`src/rtl/dafir_result_sink_pkg.sv`:
```
// Shared widths, defaults and the round/saturate conversion for the
// DA-FIR result sink.
package dafir_result_sink_pkg;

  localparam int RES_W     = 17;  // filter result width
  localparam int FRAC_DEF  = 7;   // default fractional bits in the result
  localparam int OUT_W_DEF = 8;   // default output sample width
  localparam int DROP_W    = 8;   // drop counter width

  // Rounded value (full 18-bit range, already clamped) plus clip indication.
  typedef struct packed {
    logic signed [RES_W:0] value;
    logic                  clipped;
  } conv_t;

  // Round half up to integer, then clamp to a signed out_w-bit range.
  function automatic conv_t round_sat(input logic signed [RES_W-1:0] res,
                                      input int frac,
                                      input int out_w);
    logic signed [RES_W:0] ext;
    logic signed [RES_W:0] rnd;
    logic signed [RES_W:0] shf;
    logic signed [RES_W:0] hi;
    logic signed [RES_W:0] lo;
    conv_t                 r;
    ext = {res[RES_W-1], res};
    rnd = ext + (18'sd1 <<< (frac - 1));
    shf = rnd >>> frac;
    hi  = (18'sd1 <<< (out_w - 1)) - 18'sd1;
    lo  = -(18'sd1 <<< (out_w - 1));
    if (shf > hi) begin
      r.value   = hi;
      r.clipped = 1'b1;
    end else if (shf < lo) begin
      r.value   = lo;
      r.clipped = 1'b1;
    end else begin
      r.value   = shf;
      r.clipped = 1'b0;
    end
    return r;
  endfunction

endpackage

```
`src/rtl/dafir_result_sink_if.sv`:
```
// Result-in / sample-out bundle of the result sink. The sink is the slave,
// the filter core plus downstream consumer together act as master.
interface dafir_result_sink_if
  import dafir_result_sink_pkg::*;
#(
  parameter int OUT_W = OUT_W_DEF,
  parameter int DEPTH = 4
);

  logic signed [RES_W-1:0]       res_in;
  logic                          res_stb;
  logic signed [OUT_W-1:0]       out_data;
  logic                          out_valid;
  logic                          out_ready;
  logic [$clog2(DEPTH):0]        fill;
  logic                          sat_flag;
  logic                          ovf_flag;
  logic [DROP_W-1:0]             drop_cnt;
  logic                          clr;

  modport master (
    output res_in, res_stb, out_ready, clr,
    input  out_data, out_valid, fill, sat_flag, ovf_flag, drop_cnt
  );

  modport slave (
    input  res_in, res_stb, out_ready, clr,
    output out_data, out_valid, fill, sat_flag, ovf_flag, drop_cnt
  );

endinterface

```
`src/rtl/dafir_sync_fifo.sv`:
```
// Single-clock FIFO with full/empty/count. A write while full is accepted
// only when a read happens in the same cycle; a read while empty is ignored.
module dafir_sync_fifo #(
  parameter int WIDTH = 8,
  parameter int DEPTH = 4,
  localparam int PTR_W = $clog2(DEPTH),
  localparam int CNT_W = PTR_W + 1
) (
  input  logic             clk,
  input  logic             rst_n,
  input  logic             i_wr_en,
  input  logic [WIDTH-1:0] i_wr_data,
  input  logic             i_rd_en,
  output logic [WIDTH-1:0] o_rd_data,
  output logic             o_full,
  output logic             o_empty,
  output logic [CNT_W-1:0] o_count
);

  logic [WIDTH-1:0] r_mem [DEPTH];
  logic [PTR_W-1:0] r_wr_ptr;
  logic [PTR_W-1:0] r_rd_ptr;
  logic [CNT_W-1:0] r_count;
  logic             w_push;
  logic             w_pop;

  assign o_full  = (r_count == CNT_W'(DEPTH));
  assign o_empty = (r_count == '0);
  assign o_count = r_count;
  assign w_pop   = i_rd_en && !o_empty;
  assign w_push  = i_wr_en && (!o_full || w_pop);
  assign o_rd_data = r_mem[r_rd_ptr];

  // Storage write port.
  // NOTE: the array has no reset; emptiness comes from the count, so stale
  // contents are never visible and the RAM can map to plain storage.
  always_ff @(posedge clk) begin
    if (w_push) r_mem[r_wr_ptr] <= i_wr_data;
  end

  // Pointers and count; pointers wrap naturally because DEPTH is a power of two.
  // NOTE: state is updated with non-blocking assignments so every register
  // samples pre-edge values regardless of statement order.
  always_ff @(posedge clk or negedge rst_n) begin
    if (!rst_n) begin
      r_wr_ptr <= '0;
      r_rd_ptr <= '0;
      r_count  <= '0;
    end else begin
      if (w_push) r_wr_ptr <= r_wr_ptr + PTR_W'(1);
      if (w_pop)  r_rd_ptr <= r_rd_ptr + PTR_W'(1);
      if (w_push && !w_pop)      r_count <= r_count + CNT_W'(1);
      else if (w_pop && !w_push) r_count <= r_count - CNT_W'(1);
    end
  end

endmodule

```
`src/rtl/dafir_result_sink.sv`:
```
// Converts filter results to rounded, saturated samples, buffers them in a
// small FIFO towards a ready/valid consumer and keeps sticky status flags.
module dafir_result_sink
  import dafir_result_sink_pkg::*;
#(
  parameter int DEPTH = 4,
  parameter int FRAC  = FRAC_DEF,
  parameter int OUT_W = OUT_W_DEF
) (
  input  logic                clk_bit,
  input  logic                rst_n,
  dafir_result_sink_if.slave  bus
);

  localparam int CNT_W = $clog2(DEPTH) + 1;

  conv_t             w_conv;
  logic [OUT_W-1:0]  w_sample;
  logic [OUT_W-1:0]  w_head;
  logic              w_full;
  logic              w_empty;
  logic              w_drop;
  logic [CNT_W-1:0]  w_count;
  logic              r_sat_flag;
  logic              r_ovf_flag;
  logic [DROP_W-1:0] r_drop_cnt;

  assign w_conv   = round_sat(bus.res_in, FRAC, OUT_W);
  // Value is already clamped to the OUT_W range, so the cast is lossless.
  assign w_sample = OUT_W'(w_conv.value);
  // Full FIFO only frees a slot when the head is popped in the same cycle.
  assign w_drop   = bus.res_stb && w_full && !bus.out_ready;

  dafir_sync_fifo #(
    .WIDTH (OUT_W),
    .DEPTH (DEPTH)
  ) u_fifo (
    .clk       (clk_bit),
    .rst_n     (rst_n),
    .i_wr_en   (bus.res_stb),
    .i_wr_data (w_sample),
    .i_rd_en   (bus.out_ready),
    .o_rd_data (w_head),
    .o_full    (w_full),
    .o_empty   (w_empty),
    .o_count   (w_count)
  );

  assign bus.out_valid = !w_empty;
  assign bus.out_data  = w_empty ? '0 : w_head;
  assign bus.fill      = w_count;
  assign bus.sat_flag  = r_sat_flag;
  assign bus.ovf_flag  = r_ovf_flag;
  assign bus.drop_cnt  = r_drop_cnt;

  // Sticky status; a new event in the clear cycle takes priority over clr.
  always_ff @(posedge clk_bit or negedge rst_n) begin
    if (!rst_n) begin
      r_sat_flag <= 1'b0;
      r_ovf_flag <= 1'b0;
      r_drop_cnt <= '0;
    end else begin
      if (bus.res_stb && w_conv.clipped) r_sat_flag <= 1'b1;
      else if (bus.clr)                  r_sat_flag <= 1'b0;

      if (w_drop)       r_ovf_flag <= 1'b1;
      else if (bus.clr) r_ovf_flag <= 1'b0;

      if (w_drop) begin
        if (bus.clr)                r_drop_cnt <= DROP_W'(1);
        else if (r_drop_cnt != '1)  r_drop_cnt <= r_drop_cnt + DROP_W'(1);
      end else if (bus.clr) begin
        r_drop_cnt <= '0;
      end
    end
  end

endmodule

```
`src/flat_wrapper.sv`:
```
// flat-port wrapper written by rule: the top's interface ports become plain ports
module dafir_result_sink_flat import dafir_result_sink_pkg::*;
#(
  parameter int DEPTH = 4,
  parameter int FRAC  = FRAC_DEF,
  parameter int OUT_W = OUT_W_DEF
)
  (clk_bit, rst_n, bus_res_in, bus_res_stb, bus_out_ready, bus_clr, bus_out_data, bus_out_valid, bus_fill, bus_sat_flag, bus_ovf_flag, bus_drop_cnt);
  dafir_result_sink_if #(.OUT_W(OUT_W), .DEPTH(DEPTH)) bus_i ();
  input  logic clk_bit;
  input  logic rst_n;
  input wire logic [$bits(bus_i.res_in)-1:0] bus_res_in;
  input wire logic [$bits(bus_i.res_stb)-1:0] bus_res_stb;
  input wire logic [$bits(bus_i.out_ready)-1:0] bus_out_ready;
  input wire logic [$bits(bus_i.clr)-1:0] bus_clr;
  output wire logic [$bits(bus_i.out_data)-1:0] bus_out_data;
  output wire logic [$bits(bus_i.out_valid)-1:0] bus_out_valid;
  output wire logic [$bits(bus_i.fill)-1:0] bus_fill;
  output wire logic [$bits(bus_i.sat_flag)-1:0] bus_sat_flag;
  output wire logic [$bits(bus_i.ovf_flag)-1:0] bus_ovf_flag;
  output wire logic [$bits(bus_i.drop_cnt)-1:0] bus_drop_cnt;
  assign bus_i.res_in = bus_res_in;
  assign bus_i.res_stb = bus_res_stb;
  assign bus_i.out_ready = bus_out_ready;
  assign bus_i.clr = bus_clr;
  assign bus_out_data = bus_i.out_data;
  assign bus_out_valid = bus_i.out_valid;
  assign bus_fill = bus_i.fill;
  assign bus_sat_flag = bus_i.sat_flag;
  assign bus_ovf_flag = bus_i.ovf_flag;
  assign bus_drop_cnt = bus_i.drop_cnt;
  dafir_result_sink #(.DEPTH(DEPTH), .FRAC(FRAC), .OUT_W(OUT_W)) u_core (.clk_bit(clk_bit), .rst_n(rst_n), .bus(bus_i));
endmodule
```
`config.mk`:
```
export PLATFORM = sky130hd
export DESIGN_NAME = dafir_result_sink_flat
export DESIGN_NICKNAME = d
export VERILOG_FILES = /design/src/rtl/dafir_result_sink_pkg.sv /design/src/rtl/dafir_result_sink_if.sv /design/src/rtl/dafir_sync_fifo.sv /design/src/rtl/dafir_result_sink.sv /design/src/flat_wrapper.sv
export SDC_FILE = /design/constraint.sdc
export NUM_CORES = 1
export LEC_CHECK = 0
export BUFFER_PORTS_ARGS = -buffer_cell sky130_fd_sc_hd__buf_2
export CORE_UTILIZATION = 45
export CTS_CLUSTER_DIAMETER = 80
export DETAILED_ROUTE_END_ITERATION = 10
export GPL_ROUTABILITY_DRIVEN = 1
export GPL_TIMING_DRIVEN = 0
export MAX_ROUTING_LAYER = met4
export PLACE_DENSITY = 0.66
export SETUP_SLACK_MARGIN = 0.02
export SYNTH_ARGS = -nofsm -noshare
export SYNTH_HDL_FRONTEND = slang
export SYNTH_SLANG_ARGS = --single-unit
```
`constraint.sdc`:
```
create_clock -name clk_bit -period 2.9 [get_ports clk_bit]
set_input_delay 0.58 -clock clk_bit [delete_from_list [all_inputs] [get_ports clk_bit]]
set_output_delay 0.58 -clock clk_bit [all_outputs]
set_load 0.1 [all_outputs]
```
* After elaboration in Yosys (flattened, before gate mapping)
Memories as Yosys holds them, arrays and structs flattened.
Cells that the tools add are included.
** Cells by class
- Add/sub/neg operators :: 6
- Order comparisons :: 2
- Equality and inequality tests :: 2
- Multiplexer cells :: 14
- Reduce and logical (&&, ||, !) cells :: 19
** Operators with widths (number)
- $mux 8 :: 5
- $add 17x8->18 const B :: 1
- $mux 9 :: 2
- $gt 11x8->1 const B :: 1
- $lt 11x8->1 const B :: 1
- $add 8x1->8 const B :: 1
- $ne 8x8->1 const B :: 1
- $reduce_bool 2->1 :: 4
- $logic_and 1x1->1 :: 7
- $mux 3 :: 2
- $logic_not 1->1 :: 5
- $mux 1 :: 5
- $add 2x1->2 const B :: 2
- $add 3x1->3 const B :: 1
- $eq 3x3->1 const B :: 1
- $logic_not 3->1 :: 1
- $sub 3x1->3 const B :: 1
- $reduce_and 2->1 :: 1
- $logic_or 1x1->1 :: 1
** Storage, ports and cells
- Register bits :: 17
- RAM bits :: 32
- Output and inout bits :: 22
- Word-level logic and storage cells :: 50
- Memories kept :: 1
** Memories
- u_core.u_fifo.r_mem :: depth 4, width 8, read ports 1, clocked after Yosys merged registers in 0, wr ports 1, line dafir_sync_fifo.sv:20 : logic [WIDTH-1:0] r_mem [DEPTH];

* Depth between registers and ports, before layout
- Word-level depth :: 9
- Gate-level depth with buffers :: 9

* By module
Synthesis repeated with hierarchy kept, for this count alone.
** Unflattened totals
- Cells, all modules :: 205
- Area, all modules :: 2658.8 um2
** Modules (own cells, without submodules)
- dafir_sync_fifo :: instances 1, cells an instance 77, area each 1591.5 um2, seq. area each 1136.1 um2
- dafir_result_sink :: instances 1, cells an instance 128, area each 1067.3 um2, seq. area each 250.2 um2

* Least setup slack after synthesis
OpenSTA, ideal clock, no wires.
- Path type :: register to output
- From :: reg u_core.u_fifo.r_count[0], in the netlist u_core.u_fifo.o_count[0]
- To :: out bus_out_data[0]
- Arrival :: 3.123 ns
- Required time :: 2.320 ns
- Path slack :: -0.803 ns
- Cell stages (with the launch flop) :: 4
- Path buffers :: 1
- Cell sequence :: dfrtp_1 -> or3_1 -> clkbuf_1 -> and2_1
** Between the ends
- Longest elaborated chain between the ends :: 2
** RTL lines
- from (decl) :: line dafir_sync_fifo.sv:23 : logic [CNT_W-1:0] r_count;
- from (signal assigned) :: line dafir_sync_fifo.sv:52 : if (w_push && !w_pop) r_count <= r_count + CNT_W'(1);
- from (signal assigned) :: line dafir_sync_fifo.sv:53 : else if (w_pop && !w_push) r_count <= r_count - CNT_W'(1);
- $logic_not 3->1 :: line dafir_sync_fifo.sv:28 : assign o_empty = (r_count == '0);
- $mux 8 :: line dafir_result_sink.sv:50 : assign bus.out_data = w_empty ? '0 : w_head;
- to (decl) :: line flat_wrapper.sv:16 : output wire logic [$bits(bus_i.out_data)-1:0] bus_out_data;
Every way passes these cells.

* Worst setup path in the final report
- From :: reg u_core.u_fifo.r_rd_ptr[0]
- To :: out bus_out_data[1]
** Between the ends
- Longest elaborated chain between the ends :: 2
** RTL lines
- from (decl) :: line dafir_sync_fifo.sv:22 : logic [PTR_W-1:0] r_rd_ptr;
- from (signal assigned) :: line dafir_sync_fifo.sv:51 : if (w_pop) r_rd_ptr <= r_rd_ptr + PTR_W'(1);
- $mem_v2 4x8
- $mux 8 :: line dafir_result_sink.sv:50
Every way passes these cells.

==> flow_metrics.tcl <==
set metrics [dict create \
    hold_vio_cnt_final 0 \
    floorplan.die_area_um2 6170 \
    setup_violations 0 \
    drt_first_pass_iters 4 \
    nets 286 \
    post-route-util 0.540 \
    max_freq_mhz 393 \
    crit_required_ps 2320 \
    numClockSinks 49 \
    cts_repair_resize_count 0 \
    most-common-layout-cells "buf_2 (33), edfxtp_1 (32), dfrtp_1 (15)" \
    part_of_the_total_power_dissipated_in_the_clock_network 0.152 \
    die_height_um 78.6 \
    fin_skew_ps 10.4 \
    powerDensity_nw_per_um2 1030 \
    clk_path_buf_depth 2 \
    row_count 27 \
    status "complete, no violations" \
    drcViolationCount 0 \
    ys_seq_area_frac 0.526 \
    fin_tns_setup_ps 0 \
    fin_total_pwr_uw 3100 \
    cts_tree "built" \
    cts_setup_buffers 0 \
    grt.total_usage 0.176 \
    crit_path_end_kind "primary output" \
    power_frac_seq 0.317 \
    die_width_um 78.6 \
    ys_top_cells_by_area "edfxtp_1 (36%), dfrtp_1 (16%), mux4_2 (6.8%)" \
    post_synthesis_average_cell_area_um2 12.2 \
    clk_latency_ps 290 \
    via_count_of_the_first_global_routing_pass 1720 \
    yosys_warnings 0 \
    cts.htree.levels 2 \
    cts_inserted_buffers 5 \
    fin_worst_hold_slack_ps 190 \
    netSwitchingPower_uw 1530 \
    number_of_enable_type_register_cells_in_the_synthesized_netlist 32 \
    most_frequent_standard_cell_in_the_layout_excluding_fill_and_tap_cells "buf_2" \
    multiInputGateArea_um2 1180 \
    starting_density 0.473 \
    layout_cells_sized_above_1 0.268 \
    num_vias 1832 \
    dpl.hpwl_um 3360 \
    synth_flop_cell "edfxtp_1" \
    buffer_ports.inserted 32 \
    ant_nets 0 \
    worstSetupPathType "reg -> out" \
    fillerInstances 502 \
    top_fanout_value_on_the_critical_path 10 \
    wire_length_of_the_first_global_routing_pass_um 8110 \
    sequential_cell_area_um2 1390 \
    worst_ir_drop_vdd_uv 863 \
    power.leakage_uw 0.00115 \
    synthesis.instances 217 \
    critical_path_arrival_ps 1960 \
    power.combinational.fraction 0.531 \
    detailedRoute.firstIterationViolations 131 \
    clk_transition_reported_paths_ps 90 \
    globalRouteOverflowTotal 0 \
    timing.final.crit_period_ps 2540 \
    post_synthesis_cell_area_um2 2640 \
    power.switching_fraction 0.494 \
    max_slew_headroom_at_the_worst_pin 0.654 \
    rsz0062_at_grt "false" \
    p_int_uw 1570 \
    total_inserted_antenna_cells 0 \
    gp_weighted_congestion 0.845 \
    total_of_flip_flops_plus_latches_after_synthesis 49 \
    postLayoutSetupSlackWorst_ps 358 \
    maxSlewViolCount 0 \
    holdCritPathClass "in -> async" \
    drt_via_density 5.57 \
    design.portCount 44 \
    tightestPinTransition_ps 517 \
    cts-root-buf "clkbuf_8" \
    post-synth-top-area-fraction 0.364 \
    post_drt_wl_per_cell_um 14.5 \
    place_ws_ps 264 \
    final_min_period_over_clock_period 0.877 \
    ys_types 51 \
    mappedNetlistNets 247 \
    max_cap_violations 0 \
    yosysTopAreaCell "edfxtp_1" \
    detail_route.wirelength_um 4770 \
    grt_antenna_before_repair 0 \
    postCtsHoldBufs 0 \
    crit_path_start_kind "flop" \
    placeableCoreArea_um2 5570 \
    synth-async-reset-ratio 0.347 \
    grt_start_max_net_pins 18 \
    layout-area-overhead-vs-synth_pct 14.1 \
]
-- worst max-delay path: stages, from the launching register on --
cell and delay [ps]:
dfrtp_1 320, buf_2 300, mux4_2 560, and2_2 200
buf_2 280
-- per-layer routing --
layer / track usage / vias up / routed length (um) / part of all wire
li1: - / 917 / - / -
met1: 0.243 / 864 / 2330 / 0.49
met2: 0.263 / 46 / 2170 / 0.45
met3: 0.0291 / 5 / 199 / 0.042
met4: 0.0593 / 0 / 63 / 0.013
met5: - / - / 0 / 0
-- power by group through the flow --
stage	Sequential [uW]	Combinational [uW]	Clock (uW)
final	985	1650	472
after global routing	1000	1750	516
after CTS	987	1670	484
after detailed placement	1000	1670	0
after global placement	997	1660	0
after floorplan	1200	1230	0
-- synth_stat cells (3+ instances only) --
library cell / n
a211oi_1: 4
a21oi_1: 8
and2_1: 13
and4_1: 4
clkbuf_1: 9
dfrtp_1: 17
edfxtp_1: 32
ha_1: 7
inv_1: 8
mux4_2: 8
nand2_1: 10
nand3_1: 9
nand4_1: 4
nor2_1: 9
nor3_1: 5
nor4_1: 3
o211ai_1: 5
o21ai_0: 8
or3_1: 4
or4_1: 3
xnor2_1: 6
xor2_1: 4
-- stage by stage --
step / area [um^2] / std cells
floorplan: 2650 / 217
global placement: 2900 / 321
detailed placement: 2900 / 321
CTS: 3010 / 329
global route: 3010 / 329
finish: 3010 / 329
-- state kept, by name (all words and copies together) (netlist names) --
name                    cells
u_core.u_fifo.r_rd_ptr      2
u_core.u_fifo.r_wr_ptr      2
u_core.bus.sat_flag         1
u_core.bus.ovf_flag         1
u_core.u_fifo.o_count       3
u_core.u_fifo.r_mem        32
u_core.bus.drop_cnt         8
-- cell type report --
class	count	area share
clock buffers	6	0.0241
repair buffers	32	0.0532
flip-flops and latches	49	0.462
plain buffers	12	0.0175
clock inverters	2	0.0116
multi-input cells	148	0.392
well taps	72	0.0299
inverters	8	0.00998
-- cells by family after synthesis --
kind of cell,count (synthesis),synth area share
buffers and inverters,20,0.0308
XOR/XNOR,10,0.0332
multiplexers,11,0.0802
AND/OR/NAND/NOR,75,0.170
adder cells (fa/ha/maj),8,0.0408
AO/OA/AOI/OAI,44,0.120
flip-flops,49,0.526
-- path summary, 6_finish.rpt --
check                                      endpoint  depth (start not counted)                       from  slack, ps
setup / recovery                    bus_out_data[1]                          4  u_core.u_fifo.r_rd_ptr[0]        360
hold / removal             u_core.u_fifo.o_count[0]                          1                      rst_n        190
setup reg to reg           u_core.u_fifo.o_count[1]                          7   u_core.u_fifo.o_count[0]        500
hold reg to reg            u_core.u_fifo.o_count[2]                          1   u_core.u_fifo.o_count[2]        510
max in group asynchronous  u_core.u_fifo.o_count[1]                          1                      rst_n       2410
min in group clk_bit       u_core.u_fifo.o_count[2]                          1   u_core.u_fifo.o_count[2]        510
Note: power is estimated with default switching activity, not from simulation.
